===== config.mk =====
export PLATFORM = sky130hd
export DESIGN_NAME = uart_tx_framer
export DESIGN_NICKNAME = d
export VERILOG_FILES = /design/src/rtl/uart_pkg.sv /design/src/rtl/uart_bit_timer.sv /design/src/rtl/uart_tx_framer.sv
export SDC_FILE = /design/constraint.sdc
export NUM_CORES = 1
export LEC_CHECK = 0
export CELL_PAD_IN_SITES_DETAIL_PLACEMENT = 1
export CELL_PAD_IN_SITES_GLOBAL_PLACEMENT = 2
export CORE_ASPECT_RATIO = 0.6
export CORE_MARGIN = 1
export CORE_UTILIZATION = 34
export CTS_CLUSTER_DIAMETER = 40
export DETAILED_ROUTE_END_ITERATION = 12
export HOLD_SLACK_MARGIN = 0.03
export PLACE_DENSITY = 0.87
export SYNTH_ARGS = -nofsm -noshare
export SYNTH_HDL_FRONTEND = slang
export SYNTH_HIERARCHICAL = 1
export SYNTH_SLANG_ARGS = --single-unit
export TNS_END_PERCENT = 100

===== constraint.sdc =====
create_clock -name i_clock -period 3.8 [get_ports i_clock]
set_clock_uncertainty 0.05 [all_clocks]
set_input_delay 0.38 -clock i_clock [delete_from_list [all_inputs] [get_ports i_clock]]
set_output_delay 0.38 -clock i_clock [all_outputs]
set_load 0.03 [all_outputs]

===== src/rtl/uart_pkg.sv =====
// rtl/uart_pkg.sv - shared state encodings and parity-mode codes for the UART transmitter
package uart_pkg;

    typedef enum logic [4:0] {
        IDLE   = 5'b00001,
        START  = 5'b00010,
        DATA   = 5'b00100,
        PARITY = 5'b01000,
        STOP   = 5'b10000
    } state_t;

    localparam logic [1:0] PAR_NONE = 2'b00;
    localparam logic [1:0] PAR_EVEN = 2'b01;
    localparam logic [1:0] PAR_ODD  = 2'b10;

    function automatic logic parity_enabled(input logic [1:0] mode);
        return (mode == PAR_EVEN) || (mode == PAR_ODD);
    endfunction

endpackage


===== src/rtl/uart_bit_timer.sv =====
// rtl/uart_bit_timer.sv - tick counter with programmable terminal count and one-cycle done flag
module uart_bit_timer #(
    parameter int W = 5
) (
    input  logic         clk,
    input  logic         rst,
    input  logic         clear,
    input  logic         tick,
    input  logic [W-1:0] terminal,
    output logic         done
);

    logic [W-1:0] count;

    // done fires on the tick that completes the period; the counter wraps so the next state starts at 0
    assign done = tick && !clear && (count == terminal);

    always_ff @(posedge clk or posedge rst) begin
        if (rst) begin
            count <= '0;
        end else if (clear || done) begin
            count <= '0;
        end else if (tick) begin
            count <= count + 1'b1;
        end
    end

endmodule


===== src/rtl/uart_tx_framer.sv =====
// rtl/uart_tx_framer.sv - UART transmit framer; parity bit built only with UART_TX_PARITY_EN defined
module uart_tx_framer
    import uart_pkg::*;
#(
    parameter int NB_DATA = 8,
    parameter int N_TICKS = 16,
    parameter int NB_TICK = $clog2(N_TICKS)
) (
    input  logic               i_clock,
    input  logic               i_reset,
    input  logic               i_tick,
    input  logic [NB_DATA-1:0] i_data,
    input  logic               i_valid,
    input  logic               i_stop2,
    input  logic [1:0]         i_parity,
    output logic               o_ready,
    output logic               o_busy,
    output logic               o_tx_done,
    output logic               o_tx
);

    localparam int NB_BIT = $clog2(NB_DATA);
    // one extra bit so the timer can also count a double-length stop period
    localparam int NB_TMR = NB_TICK + 1;
    localparam logic [NB_TMR-1:0] TERM_1   = NB_TMR'(N_TICKS - 1);
    localparam logic [NB_TMR-1:0] TERM_2   = NB_TMR'(2 * N_TICKS - 1);
    localparam logic [NB_BIT-1:0] LAST_BIT = NB_BIT'(NB_DATA - 1);

    state_t              state;
    logic [NB_DATA-1:0]  shreg;
    logic [NB_BIT-1:0]   bit_cnt;
    logic                stop2_q;
    logic [NB_TMR-1:0]   terminal;
    logic                bit_done;

`ifdef UART_TX_PARITY_EN
    logic par_en;
    logic par_bit;
`else
    logic parity_unused;
    assign parity_unused = ^i_parity;
`endif

    assign o_ready  = (state == IDLE);
    assign o_busy   = !o_ready;
    assign terminal = (state == STOP && stop2_q) ? TERM_2 : TERM_1;

    uart_bit_timer #(
        .W(NB_TMR)
    ) u_bit_timer (
        .clk     (i_clock),
        .rst     (i_reset),
        .clear   (state == IDLE),
        .tick    (i_tick),
        .terminal(terminal),
        .done    (bit_done)
    );

    always_ff @(posedge i_clock or posedge i_reset) begin
        if (i_reset) begin
            state     <= IDLE;
            shreg     <= '0;
            bit_cnt   <= '0;
            stop2_q   <= 1'b0;
            o_tx      <= 1'b1;
            o_tx_done <= 1'b0;
`ifdef UART_TX_PARITY_EN
            par_en    <= 1'b0;
            par_bit   <= 1'b0;
`endif
        end else begin
            o_tx_done <= 1'b0;
            case (state)
                IDLE: begin
                    o_tx <= 1'b1;
                    if (i_valid) begin
                        shreg   <= i_data;
                        stop2_q <= i_stop2;
                        bit_cnt <= '0;
`ifdef UART_TX_PARITY_EN
                        par_en  <= parity_enabled(i_parity);
                        par_bit <= (^i_data) ^ (i_parity == PAR_ODD);
`endif
                        o_tx    <= 1'b0;
                        state   <= START;
                    end
                end
                START: begin
                    if (bit_done) begin
                        o_tx  <= shreg[0];
                        shreg <= shreg >> 1;
                        state <= DATA;
                    end
                end
                DATA: begin
                    if (bit_done) begin
                        if (bit_cnt == LAST_BIT) begin
`ifdef UART_TX_PARITY_EN
                            if (par_en) begin
                                o_tx  <= par_bit;
                                state <= PARITY;
                            end else begin
                                o_tx  <= 1'b1;
                                state <= STOP;
                            end
`else
                            o_tx  <= 1'b1;
                            state <= STOP;
`endif
                        end else begin
                            o_tx    <= shreg[0];
                            shreg   <= shreg >> 1;
                            bit_cnt <= bit_cnt + 1'b1;
                        end
                    end
                end
`ifdef UART_TX_PARITY_EN
                PARITY: begin
                    if (bit_done) begin
                        o_tx  <= 1'b1;
                        state <= STOP;
                    end
                end
`endif
                STOP: begin
                    if (bit_done) begin
                        o_tx_done <= 1'b1;
                        state     <= IDLE;
                    end
                end
                default: begin
                    o_tx  <= 1'b1;
                    state <= IDLE;
                end
            endcase
        end
    end

endmodule


* Word-level counts from Yosys, hierarchy flattened
Index checks and enable logic that the tools add are counted.
Word-level totals: register bits after elaboration 24, logic and storage cells 60, output and inout port bits 4
Operators by class: bitwise logic cells 1, reductions and logical operators 13, equal/unequal tests 12, add/subtract/negate cells 2, multiplexer cells 25
Operator list (count):
- two-way mux 5 bit | 8
- two-way mux 8 bit | 4
- one-hot mux 8 bit (3 select lines) | 1
- one-hot mux 5 bit (4 select lines) | 1
- AND reduction 5 bit | 2
- two-way mux 3 bit | 3
- two-way mux 1 bit | 6
- != test 2 x 1 -> 1 bit, second input constant | 3
- != test 2 bit, second input constant | 3
- one-hot mux 3 bit (2 select lines) | 1
- adder 5 x 1 -> 5 bit, second input constant | 1
- == test 5 x 1 -> 1 bit, second input constant | 1
- == test 5 x 2 -> 1 bit, second input constant | 1
- == test 5 x 3 -> 1 bit, second input constant | 1
- == test 5 bit | 1
- == test 5 bit, second input constant | 1
- one-hot mux 1 bit (4 select lines) | 1
- AND reduction 4 bit | 1
- nonzero test 2 bit | 2
- adder 3 x 1 -> 3 bit, second input constant | 1
- == test 3 bit, second input constant | 1
- logical AND 1 bit | 3
- AND reduction 3 bit | 1
- nonzero test 3 bit | 1
- other kinds (4) | 4

* Longest topological paths before layout
Gate-level depths: netlist of the first run.
depth in word-level cells 7, gate-level depth with buffers 9

* Cells and area by module
Netlist of the first run, hierarchy kept.
Modules (own cells, without submodules):
- uart_tx_framer | times used 1, cells an instance 96, area an instance 991.0 um^2
- uart_bit_timer | times used 1, cells an instance 33, area an instance 335.3 um^2

* Worst setup path after synthesis of the first run
Ideal clock, no wire load.
path type register -> register, start point register state[0], end point register shreg[0], library setup time 135 ps, data arrival time 3758 ps, required time 3615 ps, stages on the path, launching flop included 10, path slack -142 ps, period minus slack after synthesis 3942 ps, cell sequence dfstp_2 clkbuf_1 nor4b_1 and2b_2 o2111a_1 and3_1 clkbuf_1 nor2_1 a21boi_4 a2bb2oi_1
RTL lines:
- from (decl) | RTL line uart_tx_framer.sv:29 | state_t state;
- from (signal assigned) | RTL line uart_tx_framer.sv:61 | state <= IDLE;
- from (signal assigned) | RTL line uart_tx_framer.sv:85 | state <= START;
- from (signal assigned) | RTL line uart_tx_framer.sv:92 | state <= DATA;
- == test 5 x 1 -> 1 bit (*)
- net o_ready | RTL line uart_tx_framer.sv:16 | output logic o_ready,
- zero test 1 bit (*) | RTL line uart_bit_timer.sv:16 | assign done = tick && !clear && (count == terminal);
- logical AND 1 bit (*) (2 in series) | RTL line uart_bit_timer.sv:16
- net bit_done | RTL line uart_tx_framer.sv:34 | logic bit_done;
- != test 2 x 1 -> 1 bit (no line)
- AND reduction 5 bit (no line) (*)
- to (signal assigned) | RTL line uart_tx_framer.sv:77 | shreg <= i_data;
- to (signal assigned) | RTL line uart_tx_framer.sv:91 | shreg <= shreg >> 1;
- to (signal assigned) | RTL line uart_tx_framer.sv:112 | shreg <= shreg >> 1;
- to (decl) | RTL line uart_tx_framer.sv:30 | logic [NB_DATA-1:0] shreg;
Mark *: on every way through the listed nets, which the timed path passes. The rest lies on a longest branch. A chain may end at the register's enable or synchronous reset.

* Worst setup path after layout of the first run
start point register state[1], end point register bit_cnt[0]
On the way: word-level cells in the longest chain between the ends 7
Ends and longest elaborated chain:
- == test 5 bit | RTL line uart_tx_framer.sv:46 | assign terminal = (state == STOP && stop2_q) ? TERM_2 : TERM_1;
- logical AND 1 bit | RTL line uart_tx_framer.sv:46
- two-way mux 5 bit | RTL line uart_tx_framer.sv:46
- net terminal[4] | RTL line uart_tx_framer.sv:33 | logic [NB_TMR-1:0] terminal;
- == test 5 bit | RTL line uart_bit_timer.sv:16
- logical AND 1 bit | RTL line uart_bit_timer.sv:16
- net bit_done | RTL line uart_tx_framer.sv:34
- != test 2 x 1 -> 1 bit (no line)
- AND reduction 4 bit (no line)
- to (signal assigned) | RTL line uart_tx_framer.sv:113 | bit_cnt <= bit_cnt + 1'b1;
- to (decl) | RTL line uart_tx_framer.sv:31 | logic [NB_BIT-1:0] bit_cnt;
The timed path passes the listed nets, and every way through them passes these cells.

==> impl_metrics.json, run 1 <==
{
  "grt_pass1_vias": 1147,
  "drive_gt1_frac": 0.127,
  "ios": 19,
  "drc": 0,
  "power.density_mw_per_mm2": 633,
  "hold_viol": 0,
  "htreeDepth": 1,
  "cts_made_buffers": 3,
  "finalMaxSlewViolations": 0,
  "status": "finished, final reports clean",
  "grt_pass1_wl_um": 5650,
  "worstPathArrival_ps": 3150,
  "grt_max_degree": 19,
  "via_count": 1083,
  "instances_no_fill": 197,
  "ys.flop_type": "dfrtp_1",
  "insertedDiodeCount": 0,
  "reg2reg_from": "state[1]$_DFFE_PP0P_",
  "clkSinkCount": 23,
  "critPathLaunchType": "flip-flop",
  "antenna_found_initial": 0,
  "firstDrtPassIters": 4,
  "fillers": 422,
  "worst_pin_slew_ps": 841,
  "postCtsSetupRepairBufs": 0,
  "netlist_area_mm2": 0.00133,
  "syn_to_final_growth_pct": 21.0,
  "yosysWarningCount": 6,
  "synth_cells": 129,
  "die_h_um": 50.4,
  "crit_path_end_kind": "flip-flop",
  "min_period_ps": 3040,
  "maxSlewHeadroom": 0.439,
  "yosys_register_bits": 23,
  "worstSetupStartpoint": "state[1]$_DFFE_PP0P_",
  "wl_um": 3230,
  "vdd_drop_max_uv": 300,
  "die_x_um": 82.6,
  "ant_nets": 0,
  "final_common_cell": "dfrtp_1",
  "clockRootBuffer": "clkbuf_8",
  "cts_resized": 0,
  "crit_type": "flip-flop to flip-flop",
  "worst_slack_ps": 761,
  "grt_usage": 0.185,
  "pre_cts_slack_ps": 754,
  "final_cell_mix": "dfrtp_1, clkdlybuf4s50_1, inv_1",
  "dp_hpwl_um": 2430,
  "syn_area_per_cell_um2": 10.3,
  "drt-initial-drc-count": 63,
  "start_util": 0.358,
  "period_share": 0.800,
  "final.setup.tns_ps": 0,
  "leakage_uw": 0.000652,
  "ys_seq_area_frac": 0.436,
  "dieArea_mm2": 0.00416,
  "cp_data_required_time_ps": 3910,
  "ctsHoldBuffers": 0,
  "critPathMaxFanout": 15,
  "place_congestion": 0.771,
  "setup_viol": 0,
  "dpl.cell_count": 193,
  "cap_violations": 0,
  "clockBufferDepth": 2,
  "hold_class": "input pin to asynchronous set/reset pin",
  "io_buffers": 16,
  "path_clk_slew_ps": 80,
  "post_drt_wl_per_cell_um": 16.4,
  "cts_tree": "yes",
  "fin_nets": 169,
  "grt_setup_unrepaired": "no",
  "synthArstFlopShare": 1.00,
  "fp-row-count": 17,
  "vias_per_cell": 5.50,
  "ys_types": 46,
  "coreArea_mm2": 0.00370,
  "max_freq_ghz": 0.329,
  "worstSkewPairLatency_ps": 260,
  "synth_edf_count": 0,
  "grt_remaining_overflow": 0
}
[area by class of cell]
cell class / count / area, um^2 / share of cell area
inverters: 9 / 33.8 / 0.0210
repair buffers: 19 / 183 / 0.114
clock inverters: 1 / 5.00 / 0.00312
multi-input cells: 95 / 706 / 0.440
clock buffers: 3 / 41.3 / 0.0257
well taps: 47 / 58.8 / 0.0366
flip-flops and latches: 23 / 578 / 0.360
[Yosys cell counts (4+ instances only)]
library cell | number | share of area
nor2_1 | 7 | 0.020
inv_1 | 8 | 0.023
dfrtp_1 | 21 | 0.40
a21oi_1 | 4 | 0.015
nor3_1 | 4 | 0.015
a311oi_1 | 5 | 0.033
o22ai_1 | 4 | 0.019
nand4b_1 | 4 | 0.026
a2bb2oi_1 | 7 | 0.046
clkbuf_1 | 6 | 0.017
xor2_1 | 4 | 0.026
o21ai_0 | 4 | 0.015
[metrics by stage]
stage / power [uW] / util / hold WS [ps] / instance area, um^2
floorplan: 720 / - / 109 / 1350
global placement: 836 / 0.421 / 437 / 1560
detailed placement: 872 / 0.421 / 449 / 1560
CTS: 1030 / 0.434 / 307 / 1610
global route: 1090 / 0.434 / 315 / 1610
finish: 1020 / 0.434 / 307 / 1610
[power breakdown]
part	internal [uW]	switching, uW	leakage [uW]
clock network	73.2	76.6	0.0000255
logic	212	238	0.000340
registers	327	88.6	0.000286
[worst max-delay path, stage by stage, from the launching register on]
cell and delay, ps:
dfrtp_1 670, nor4b_1 190, and2_1 210, a222oi_1 660
and3_1 260, buf_4 180, inv_1 100, nor4_1 160
o21ai_0 170, mux2_2 290
[metal layers]
metal / global-route usage / part of all wire
met2: 0.266 / 0.43
met3: 0.0455 / 0.045
met4: 0.0603 / 0.011
met1: 0.271 / 0.51
met5: 0 / 0
[path summary, 6_finish.rpt]
| path | to | slack [ps] | cells past startpoint |
|---|---|---|---|
| max | bit_cnt[0]$_DFFE_PP0P_ | 760 | 9 |
| min | u_bit_timer/count[0]$_DFFE_PP0P_ | 310 | 2 |
| max reg2reg | bit_cnt[0]$_DFFE_PP0P_ | 760 | 9 |
| min reg2reg | stop2_q$_DFFE_PP0P_ | 460 | 1 |
| max in group asynchronous | state[2]$_DFFE_PP0P_ | 2740 | 2 |
| min in group i_clock | stop2_q$_DFFE_PP0P_ | 460 | 1 |
[registers in the layout (all words and copies together) (netlist names)]
signal             cells
stop2_q                1
state                  4
bit_cnt                3
o_tx                   1
u_bit_timer/count      5
shreg                  8
o_tx_done              1
[logic make-up after synthesis]
kind of cell    after synthesis  synth area share
simple gates                 39             0.188
other cells                   1           0.00283
xor+xnor                      7            0.0462
buf+inv                      16            0.0509
flops                        23             0.436
fa+ha+maj                     3            0.0283
compound gates               37             0.224
mux                           3            0.0245
No activity file was read; power rests on OpenSTA's default activity.
==> run 2: changes to the inputs <==
- clock period: 3.8 -> 2.8 ns (I/O delays scaled with it)
==> run 2 against run 1 <==
Net effect: cell count grew 2.5%; highest routed layer unchanged; utilization rose by 1.3 points; critical path depth fell by 1; global-route usage up 0.059 points; worst setup slack lost 510 ps.
==> impl_metrics.json, run 2 (synthesis gave the netlist of run 1 again) <==
{
  "cts_resized": 0,
  "io_buffers": 16,
  "fillers": 422,
  "die_x_um": 82.6,
  "start_util": 0.358,
  "grt_usage": 0.186,
  "crit_path_end_kind": "flip-flop",
  "max_freq_ghz": 0.393,
  "status": "finished, final reports clean",
  "crit_type": "flip-flop to flip-flop",
  "postCtsSetupRepairBufs": 0,
  "largest_reg_flops": 8,
  "reg_top3": "shreg: 8 flops, u_bit_timer/count: 5 flops, state: 4 flops",
  "final.setup.tns_ps": 0,
  "grt_setup_unrepaired": "no",
  "path_clk_slew_ps": 90,
  "clockRootBuffer": "clkbuf_8",
  "grt_pass1_vias": 1165,
  "vias_per_cell": 5.48,
  "worst_pin_slew_ps": 722,
  "reg2reg_depth": 8,
  "ctsHoldBuffers": 0,
  "via_count": 1106,
  "dieArea_mm2": 0.00416,
  "coreArea_mm2": 0.00370,
  "firstDrtPassIters": 4,
  "place_congestion": 0.778,
  "die_h_um": 50.4,
  "final_cell_mix": "dfrtp_1, clkdlybuf4s50_1, inv_1, buf_4",
  "htreeDepth": 1,
  "critPathLaunchType": "flip-flop",
  "grt_pass1_wl_um": 5730,
  "final_common_cell": "dfrtp_1",
  "drt-initial-drc-count": 50,
  "vdd_drop_max_uv": 360,
  "min_period_ps": 2540,
  "power.density_mw_per_mm2": 854,
  "hold_viol": 0,
  "ant_nets": 0,
  "syn_to_final_growth_pct": 24.5,
  "worstSkewPairLatency_ps": 260,
  "hold_class": "input pin to asynchronous set/reset pin",
  "path_cells": "nor4b_1, and2_1, o2111a_1, and3_1, inv_1, nor4_1, o21ai_0, mux2_2",
  "crit_slowest_cell": "dfstp_2",
  "ios": 19,
  "setup_viol": 0,
  "top_register": "shreg",
  "worstSetupStartpoint": "state[0]$_DFFE_PP1P_",
  "cap_violations": 0,
  "drive_gt1_frac": 0.155,
  "post_drt_wl_per_cell_um": 16.4,
  "clkSinkCount": 23,
  "grt_max_degree": 19,
  "rrSetupSlack_ps": 260,
  "dp_hpwl_um": 2530,
  "timing.rr.end": "bit_cnt[0]$_DFFE_PP0P_",
  "cp_data_required_time_ps": 2900,
  "maxSlewHeadroom": 0.518,
  "fin_area_mm2": 0.00165,
  "leakage_uw": 0.000685,
  "drc": 0,
  "antenna_found_initial": 0,
  "finalMaxSlewViolations": 0,
  "cts_tree": "yes",
  "critPathMaxFanout": 14,
  "wl_um": 3310,
  "clockBufferDepth": 2,
  "insertedDiodeCount": 0,
  "grt_remaining_overflow": 0,
  "reg2reg_from": "state[0]$_DFFE_PP1P_",
  "fin_nets": 174,
  "cts_made_buffers": 3,
  "postPlaceCellArea_mm2": 0.00161,
  "critPathMaxStageDelay_ps": 440,
  "worstPathArrival_ps": 2650,
  "fp-row-count": 17,
  "period_share": 0.909
}
run 2: per-layer routing:
| metal | wire length [um] | track usage | up-vias |
|---|---|---|---|
| met5 | 0 | 0 | - |
| met4 | 14 | 0.0259 | 0 |
| met3 | 86 | 0.0382 | 2 |
| met2 | 1590 | 0.303 | 16 |
| met1 | 1620 | 0.259 | 558 |
| li1 | - | - | 530 |
run 2: area by class of cell:
class,count,area [um^2],area share
multi-input combinational,95,714,0.433
sequential,23,578,0.350
timing repair buffer,24,220,0.133
tap,47,58.8,0.0356
clock buffer,3,41.3,0.0250
inverter,9,33.8,0.0205
clock inverter,1,5.00,0.00303
run 2: worst max path at each step:
stage	end	slack [ps]	depth (start not counted)
3_5_place_dp	bit_cnt[0]$_DFFE_PP0P_	220	8
3_3_place_gp	bit_cnt[0]$_DFFE_PP0P_	350	8
2_1_floorplan	shreg[0]$_DFFE_PP0P_	4	9
6_report	bit_cnt[0]$_DFFE_PP0P_	260	8
5_1_grt	bit_cnt[0]$_DFFE_PP0P_	50	8
4_1_cts	bit_cnt[0]$_DFFE_PP0P_	210	8
run 2: where the power goes:
group / switching [uW] / internal [uW]
Clock: 109 / 99.3
Combinational: 353 / 315
Sequential: 89.1 / 445
Total: 551 / 859
run 2: metrics by stage:
stage / worst slack [ps] / hold slack, ps / total power, uW / cells / utilization
6_report: 256 / 190 / 1410 / 202 / 0.446
5_1_grt: 46.3 / 213 / 1510 / 202 / 0.446
4_1_cts: 212 / 198 / 1420 / 202 / 0.446
3_5_place_dp: 225 / 468 / 1210 / 198 / 0.434
3_3_place_gp: 349 / 441 / 1170 / 198 / 0.434
2_1_floorplan: 3.97 / 8.52 / 991 / 134 / -
run 2: worst max-delay path: cells and delay by family (launching register included):
family          cells  cell delay [ps]
buf+inv             1               90
flops               1              440
simple gates        4             1040
mux                 1              310
compound gates      2              510
==> run 3: changes to the inputs <==
- CORE_MARGIN: 1 -> unset
- GPL_TIMING_DRIVEN: unset -> 0
==> run 3 against run 2 <==
Net effect: register-to-register slack lost 90 ps; die area unchanged; worst setup slack worse by 94 ps; critical path depth up 1; sequential share of layout area fell by 0.45 points; critical endpoint is now shreg[4]$_DFFE_PP0P_; largest cell class unchanged.
==> impl_metrics.json, run 3 (synthesis gave the netlist of run 1 again) <==
{
  "antenna_found_initial": 0,
  "final.setup.tns_ps": 0,
  "multi_input_area_um2": 741,
  "htreeDepth": 1,
  "ctsHoldBuffers": 0,
  "grt_usage": 0.191,
  "worstSkewPairLatency_ps": 270,
  "worst_pin_slew_ps": 721,
  "cts_tree": "yes",
  "seqCellArea_um2": 578,
  "dieArea_mm2": 0.00416,
  "final_common_cell": "dfrtp_1",
  "clockRootBuffer": "clkbuf_8",
  "leakage_uw": 0.000683,
  "insertedDiodeCount": 0,
  "dpl.cell_count": 196,
  "io_buffers": 15,
  "critPathMaxFanout": 10,
  "min_period_ps": 2640,
  "top_register": "shreg",
  "period_share": 0.942,
  "finalMaxSlewViolations": 0,
  "maxSlewHeadroom": 0.519,
  "syn_to_final_growth_pct": 26.1,
  "crit_type": "flip-flop to flip-flop",
  "grt_pass1_vias": 1169,
  "p_int_uw": 854,
  "hold_slack_ps": 194,
  "vdd_drop_max_uv": 353,
  "clockPowerShare": 0.149,
  "path_clk_slew_ps": 80,
  "setup_viol": 0,
  "largest_reg_flops": 8,
  "critPathLaunchType": "flip-flop",
  "die_x_um": 82.6,
  "postPlaceCellArea_mm2": 0.00157,
  "via_count": 1130,
  "max_freq_ghz": 0.379,
  "dp_hpwl_um": 2610,
  "drt-initial-drc-count": 47,
  "fin_area_mm2": 0.00167,
  "reg_top3": "shreg: 8 flops, u_bit_timer/count: 5 flops, state: 4 flops",
  "hold_viol": 0,
  "power.density_mw_per_mm2": 848,
  "drc": 0,
  "clkSinkCount": 23,
  "start_util": 0.358,
  "worstPathArrival_ps": 2780,
  "cts_made_buffers": 3,
  "wl_um": 3490,
  "die_h_um": 50.4,
  "status": "finished, final reports clean",
  "firstDrtPassIters": 4,
  "topRoutingLayerUsed": "met4",
  "ios": 19,
  "cap_violations": 0,
  "switching_share": 0.398,
  "power.share.sequential": 0.390,
  "fin_nets": 175,
  "hold_class": "input pin to asynchronous set/reset pin",
  "drive_gt1_frac": 0.167,
  "instances_no_fill": 203,
  "grt_max_degree": 19,
  "crit_path_end_kind": "flip-flop",
  "netSwitchingPower_uw": 565,
  "ant_nets": 0,
  "fillers": 421,
  "wl_met1_um": 1720,
  "fp-row-count": 17,
  "clockBufferDepth": 2,
  "grt_remaining_overflow": 0,
  "utilization": 0.452,
  "cp_data_required_time_ps": 2940,
  "post_drt_wl_per_cell_um": 17.2,
  "wl_met2_um": 1630,
  "coreArea_mm2": 0.00370,
  "grt_pass1_wl_um": 5820,
  "rrSetupSlack_ps": 160,
  "place_congestion": 0.800,
  "wl_met3_um": 124,
  "final_cell_mix": "dfrtp_1, clkdlybuf4s50_1, inv_1",
  "vias_per_cell": 5.57,
  "power_frac_comb": 0.461
}
==> run 3: through the flow <==
step                      power, uW  setup WS, ps
after floorplan                 991          3.97
final                          1420           162
after global placement         1150          -476
after CTS                      1430          19.6
after detailed placement       1190          -549
after global routing           1520         -10.6
==> run 3: layout make-up <==
cell class,count,area share
sequential,23,0.346
multi-input combinational,95,0.443
tap,47,0.0352
inverter,9,0.0202
timing repair buffer,19,0.108
clock buffer,4,0.0269
buffer,6,0.0217
==> run 3: routing by layer <==
layer | global-route usage | up-vias
met5 | 0 | -
met4 | 0.0259 | 0
met3 | 0.0473 | 5
met2 | 0.311 | 16
met1 | 0.261 | 572
li1 | - | 537
==> run 3: what timing repair did <==
action,4_1_cts,5_1_grt
setup buffers,2,2
resized for setup,5,5
endpoints found under the setup margin,17,11
pin swaps,1,3
endpoints found under the hold margin,0,0
gates cloned,0,0
==> run 3: worst max-delay path, cell delays in order, from the launching register on <==
cell	delay (ps)
dfrtp_1	470
clkbuf_2	240
nor4b_4	330
and2_1	190
o2111a_1	300
and3_1	210
clkbuf_4	210
nor2_1	90
a21boi_4	270
a2bb2oi_1	190
==> run 3: final timing paths <==
kind / from / to / depth (start not counted)
worst max register to register: state[1]$_DFFE_PP0P_ / shreg[4]$_DFFE_PP0P_ / 9
worst min register to register: o_tx$_DFFE_PP1P_ / o_tx$_DFFE_PP1P_ / 2
worst max-delay path: state[1]$_DFFE_PP0P_ / shreg[4]$_DFFE_PP0P_ / 9
worst min-delay path: i_reset / u_bit_timer/count[2]$_DFFE_PP0P_ / 2
min in group i_clock: i_tick / u_bit_timer/count[0]$_DFFE_PP0P_ / 3
max in group asynchronous: i_reset / bit_cnt[0]$_DFFE_PP0P_ / 2
==> run 3: power by group through the flow <==
stage	sequential [uW]	clock (uW)	combinational [uW]
after floorplan	519	0	472
after global placement	524	0	627
after detailed placement	538	0	648
after CTS	532	219	680
after global routing	574	233	710
final	553	211	655
==> patch 1: new RTL, config.mk and constraints of run 2 <==
Add a define of `UART_TX_PARITY_EN`.
--- a/src/rtl/uart_tx_framer.sv
+++ b/src/rtl/uart_tx_framer.sv
@@ -1,4 +1,6 @@
 // rtl/uart_tx_framer.sv - UART transmit framer; parity bit built only with UART_TX_PARITY_EN defined
+`define UART_TX_PARITY_EN
+
 module uart_tx_framer
     import uart_pkg::*;
 #(
Behaviour: same outputs for any inputs over 10 cycles, from zero or initial values and one cycle with i_reset high; that may be too few to reach the edited logic, so the function may still have changed.
==> patch 1 against run 2 <==
- cell area rose by 26%
- worst setup slack got worse by 0.15 ns
- power rose by 50%
- critical endpoint unchanged
- first-iteration DRC count rose by 64%
- highest routed layer unchanged
- wire length rose by 34%
- count of clock-buffer cells in the layout rose by 1
- via count rose by 23%
- area after synthesis rose by 28%
- critical path depth rose by 2
- sequential cell count rose by 3
- worst hold slack improved by 0.0045 ns
==> patch 1: results (changes against run 2) <==
GRT
  • First-pass GRT wire length: 7.38 mm (was 5.73 mm)
  • Grt ovf: 0 (unchanged)
  • Initial antenna violation count: 0 (unchanged)
  • Largest net degree at the start of global routing: 22 (was 19)
  • Gr usage total: 18.7% (was 18.6%)
  • Number of global-route vias before repair: 1407 (was 1165)

Placed design
  • I/O Buffers: 18 (was 16)
  • HPWL Detailed: 3.37 mm (was 2.53 mm)
  • Pre-CTS setup slack: 0.168 ns (was 0.225 ns)
  • Gpl congestion: 0.868 (was 0.778)
  • Area post-placement: 0.00202 sq mm (was 0.00161 sq mm)

Pwr
  • Max IR drop VDD: 0.000315 V (was 0.000360 V)
  • Lkg Pwr: 0.884 nW (was 0.685 nW)
  • Cell-internal power: 1.24 mW (was 0.859 mW)

Layout
  • Final nets: 214 (was 174)
  • Layout cell share with drive strength beyond 1: 23.7% (was 15.5%)
  • # diodes: 0 (unchanged)
  • Largest registers: shreg: 8 flops, state: 5 flops, u_bit_timer/count: 5 flops (was shreg: 8 flops, u_bit_timer/count: 5 flops, state: 4 flops)

Min path
  • Hold WC Path Type: in2async (unchanged)

Route
  • DR WL/cell: 17.3 microns (was 16.4 microns)
  • Initial DRC Count: 82 (was 50)
  • Vias/cell: 5.30 (was 5.48)
  • 1st-pass router iterations: 4 (unchanged)

Clocking
  • Worst-Skew Late Latency: 0.28 ns (was 0.26 ns)
  • Num CTS Buffers: 3 (unchanged)
  • Clock root cell: clkbuf_8 (unchanged)
  • CTS H-Tree Depth: 1 (unchanged)
  • Post-CTS setup buffers: 0 (unchanged)
  • Clock Path Buffers: 2 (unchanged)
  • Clock slew seen by the registers of the worst setup and hold paths: 0.09 ns (about the same)

Yosys
  • Synth async-reset ratio: 100% (unchanged)
  • Most frequent cells after synthesis: dfrtp_1 (24), mux2_2 (18), nor2_1 (11), xnor2_1 (11) (was dfrtp_1 (21), inv_1 (8), a2bb2oi_1 (7), nor2_1 (7), clkbuf_1 (6))
  • Synth warnings: 6 (unchanged)
  • Post-synthesis cell type count: 47 (was 46)
  • Sequential share of the synthesized area: 38.4% (was 43.6%)
  • Ranking of synthesized cells by area: dfrtp_1 (35%), mux2_2 (12%), xnor2_1 (5.7%) (was dfrtp_1 (40%), a2bb2oi_1 (4.6%), dfstp_2 (4.0%))

STA
  • Hold slack: 0.195 ns (was 0.190 ns)
  • Final Worst Setup Slack: 0.110 ns (was 0.256 ns)
  • Slew Viols, Final: 0 (unchanged)
  • Relative slew slack: 45.7% (was 51.8%)

Setup path
  • Critical path's largest stage delay: 0.40 ns (was 0.44 ns)
  • Worst path slowest cell: dfrtp_1 (was dfstp_2)
  • FF-to-FF Start: state[3] (was state[0])
  • R2R cell count: 10 (was 8)
  • Worst R2R End: bit_cnt[0] (unchanged)
  • CP max FO: 13 (was 14)
  • CP arrival: 2.81 ns (was 2.65 ns)

Outcome
  • Run status: finished, final reports clean (unchanged)
-- patch 1: cell types whose count changed in the layout (fill, tap and decap cells not counted), sizes merged, moves of 4 or more --
cell / change
xnor2: +8
o21ai: +4
mux2i: +4
or3: +5
mux2: +16
a2bb2oi: -7
o22ai: -4
nand2: +7
nor2: +5
-- patch 1: how the worst max path moves through the flow --
stage / from / endpoint
finish: state[3] / bit_cnt[0]
CTS: state[3] / bit_cnt[0]
global placement: state[0] / state[4]
detailed placement: state[3] / state[4]
floorplan: state[3] / o_tx
global route: state[3] / shreg[6]
-- patch 1: metrics by stage --
step	total power [mW]	std cells	utilization [%]
2_1_floorplan	1.51	173	-
3_3_place_gp	1.77	253	43.1
3_5_place_dp	1.83	253	43.1
4_1_cts	2.10	257	44.3
5_1_grt	2.27	257	44.6
6_report	2.12	257	44.6
-- patch 1: what timing repair did --
item / 4_1_cts / 5_1_grt
resized for setup: 0 / 2
setup endpoints to repair: 0 / 1
hold buffers: 0 / 0
-- patch 1: power by group through the flow --
stage | clock network (mW) | logic (mW) | registers [mW]
final | 0.251 | 1.27 | 0.600
after global routing | 0.274 | 1.38 | 0.619
after detailed placement | 0 | 1.22 | 0.609
after global placement | 0 | 1.17 | 0.600
after CTS | 0.259 | 1.24 | 0.601
after floorplan | 0 | 0.923 | 0.591
-- patch 1: kinds of logic after synthesis --
kind of cell    Yosys count  share of synthesized area (%)
mux                      23                           14.9
other cells               1                          0.220
simple gates             48                           16.8
xor+xnor                 18                           9.26
buf+inv                  21                           5.66
fa+ha+maj                 4                           2.94
flops                    26                           38.4
compound gates           27                           11.8
-- patch 1: layout make-up --
cell class / count / area (sq um)
Sequential cell: 26 / 653
Clock buffer: 4 / 55.1
Tap cell: 63 / 78.8
Inverter: 10 / 45.0
Multi-Input combinational cell: 126 / 1000
Fill cell: 528 / 2600
Timing Repair Buffer: 28 / 255
-- patch 1: worst max-delay path, delay by kind of cell (launching register included) --
family / cells / cell delay [ns]
and+or+nand+nor: 6 / 1.28
DFF: 1 / 0.40
buffers and inverters: 1 / 0.19
muxes: 1 / 0.28
AOI/OAI and AO/OA: 2 / 0.37
-- patch 1: per-layer routing --
metal	share of wire [%]	wire [microns]	global-route usage (%)	vias to the layer above
met5	0	0	0	-
met4	1.4	61	5.27	0
met3	4.1	183	3.93	7
met2	44	1950	27.8	29
met1	51	2260	27.1	685
li1	-	-	-	640
==> patch 2: new RTL, flow settings as in run 2 <==
Without the edit above. Encoding of `state_t`: now Gray code (3 bits for 5 states).
--- a/src/rtl/uart_pkg.sv
+++ b/src/rtl/uart_pkg.sv
@@ -1,12 +1,12 @@
 // rtl/uart_pkg.sv - shared state encodings and parity-mode codes for the UART transmitter
 package uart_pkg;
 
-    typedef enum logic [4:0] {
-        IDLE   = 5'b00001,
-        START  = 5'b00010,
-        DATA   = 5'b00100,
-        PARITY = 5'b01000,
-        STOP   = 5'b10000
+    typedef enum logic [2:0] {
+        IDLE   = 3'b000,
+        START  = 3'b001,
+        DATA   = 3'b011,
+        PARITY = 3'b010,
+        STOP   = 3'b110
     } state_t;
 
     localparam logic [1:0] PAR_NONE = 2'b00;
Behaviour: same outputs for any inputs over 10 cycles, from zero or initial values and one cycle with i_reset high; not proved beyond that.
==> patch 2 against run 2 <==
- worst setup slack lost 0.096 ns
- first-iteration DRC count increased by 18%
- count of clock-buffer cells in the layout up 1
- area after synthesis down 4.0%
- cell area decreased by 4.8%
- wire length decreased by 3.0%
- sequential power is 3% higher
- power shrank 13%
- sequential cell count decreased by 1
==> patch 2: results (changes against run 2) <==
Outcome
  • Run status: finished, final reports clean (unchanged)

GRT
  • Number of global-route vias before repair: 1128 (was 1165)
  • Gr usage total: 18.9% (was 18.6%)
  • First-pass GRT wire length: 5.62 mm (was 5.73 mm)
  • Met1 usage: 25.1% (was 25.9%)
  • Met2 GRT Util: 30.0% (was 30.3%)
  • Grt met3 use: 5.23% (was 3.82%)
  • Largest net degree at the start of global routing: 18 (was 19)

Placed design
  • HPWL Detailed: 2.40 mm (was 2.53 mm)
  • I/O Buffers: 16 (unchanged)
  • Pre-CTS setup slack: 0.149 ns (was 0.225 ns)
  • Placed Instances: 187 (was 198)
  • Gpl congestion: 0.791 (was 0.778)
  • Area post-placement: 0.00151 sq mm (was 0.00161 sq mm)

Route
  • 1st-pass router iterations: 4 (unchanged)
  • Metal3 WL: 134 microns (was 86 microns)
  • DR vias: 1038 (was 1106)
  • Vias/cell: 5.43 (was 5.48)
  • Wl on met1: 1.56 mm (was 1.62 mm)
  • Initial DRC Count: 59 (was 50)
  • Total Wirelength: 3.21 mm (was 3.31 mm)

Yosys
  • Mux contribution to synthesized area: 8.06% (was 2.45%)
  • Syn avg cell area: 10.4 sq um (was 10.3 sq um)
  • XOR/XNOR Fraction of Synth Area: 4.13% (was 4.62%)
  • Post-synthesis cell type count: 42 (was 46)
  • Ranking of synthesized cells by area: dfrtp_1 (41%), a311oi_1 (8.3%), mux2i_1 (6.3%) (was dfrtp_1 (40%), a2bb2oi_1 (4.6%), dfstp_2 (4.0%))
  • Adder-Cell Fraction of Synth Area: 2.95% (was 2.83%)
  • Compound-Gate Fraction of Synth Area: 20.1% (was 22.4%)
  • Sequential share of the synthesized area: 43.3% (was 43.6%)
  • Most frequent cells after synthesis: dfrtp_1 (21), a311oi_1 (12), inv_1 (10), a31oi_1 (8), mux2i_1 (8) (was dfrtp_1 (21), inv_1 (8), a2bb2oi_1 (7), nor2_1 (7), clkbuf_1 (6))
  • Area share of the largest cell type after synthesis: 41.3% (was 39.6%)

STA
  • Relative slew slack: 54.1% (was 51.8%)
  • Crit path time final: 2.64 ns (was 2.54 ns)
  • Hold slack: 0.199 ns (was 0.190 ns)

Layout
  • Final nets: 165 (was 174)
  • Largest registers: shreg: 8 flops, u_bit_timer/count: 5 flops (was shreg: 8 flops, u_bit_timer/count: 5 flops, state: 4 flops)
  • Layout cell share with drive strength beyond 1: 14.4% (was 15.5%)

Setup path
  • CP max FO: 9 (was 14)
  • End of the critical path: shreg[6] (was bit_cnt[0])
  • R2r setup slk: 0.16 ns (was 0.26 ns)
  • FF-to-FF Start: state[1] (was state[0])

Clocking
  • Worst-Skew Late Latency: 0.26 ns (about the same)

Pwr
  • Sw frac: 35.1% (was 39.1%)
  • Max IR drop VDD: 0.000319 V (was 0.000360 V)
  • Lkg Pwr: 0.698 nW (was 0.685 nW)
[patch 2: worst max-delay path, cell delays in order, from the launching register on]
cell	delay (ns)
dfrtp_1	0.50
or3_4	0.40
inv_6	0.09
and2b_2	0.22
o2111a_1	0.22
and3_1	0.27
and2_1	0.20
a22o_1	0.37
a31oi_1	0.22
[patch 2: area by class of cell]
class | instances | area [sq um]
Timing Repair Buffer | 23 | 213
Sequential cell | 22 | 552
Fill cell | 391 | 1830
Inverter | 11 | 46.3
Clock buffer | 4 | 55.1
Tap cell | 45 | 56.3
Multi-Input combinational cell | 86 | 649
[patch 2: power by group through the flow]
stage / Clock (mW) / Sequential (mW) / Combinational (mW)
final: 0.228 / 0.552 / 0.442
after floorplan: 0 / 0.525 / 0.336
after CTS: 0.240 / 0.551 / 0.443
after global routing: 0.248 / 0.576 / 0.492
after detailed placement: 0 / 0.558 / 0.437
after global placement: 0 / 0.545 / 0.405
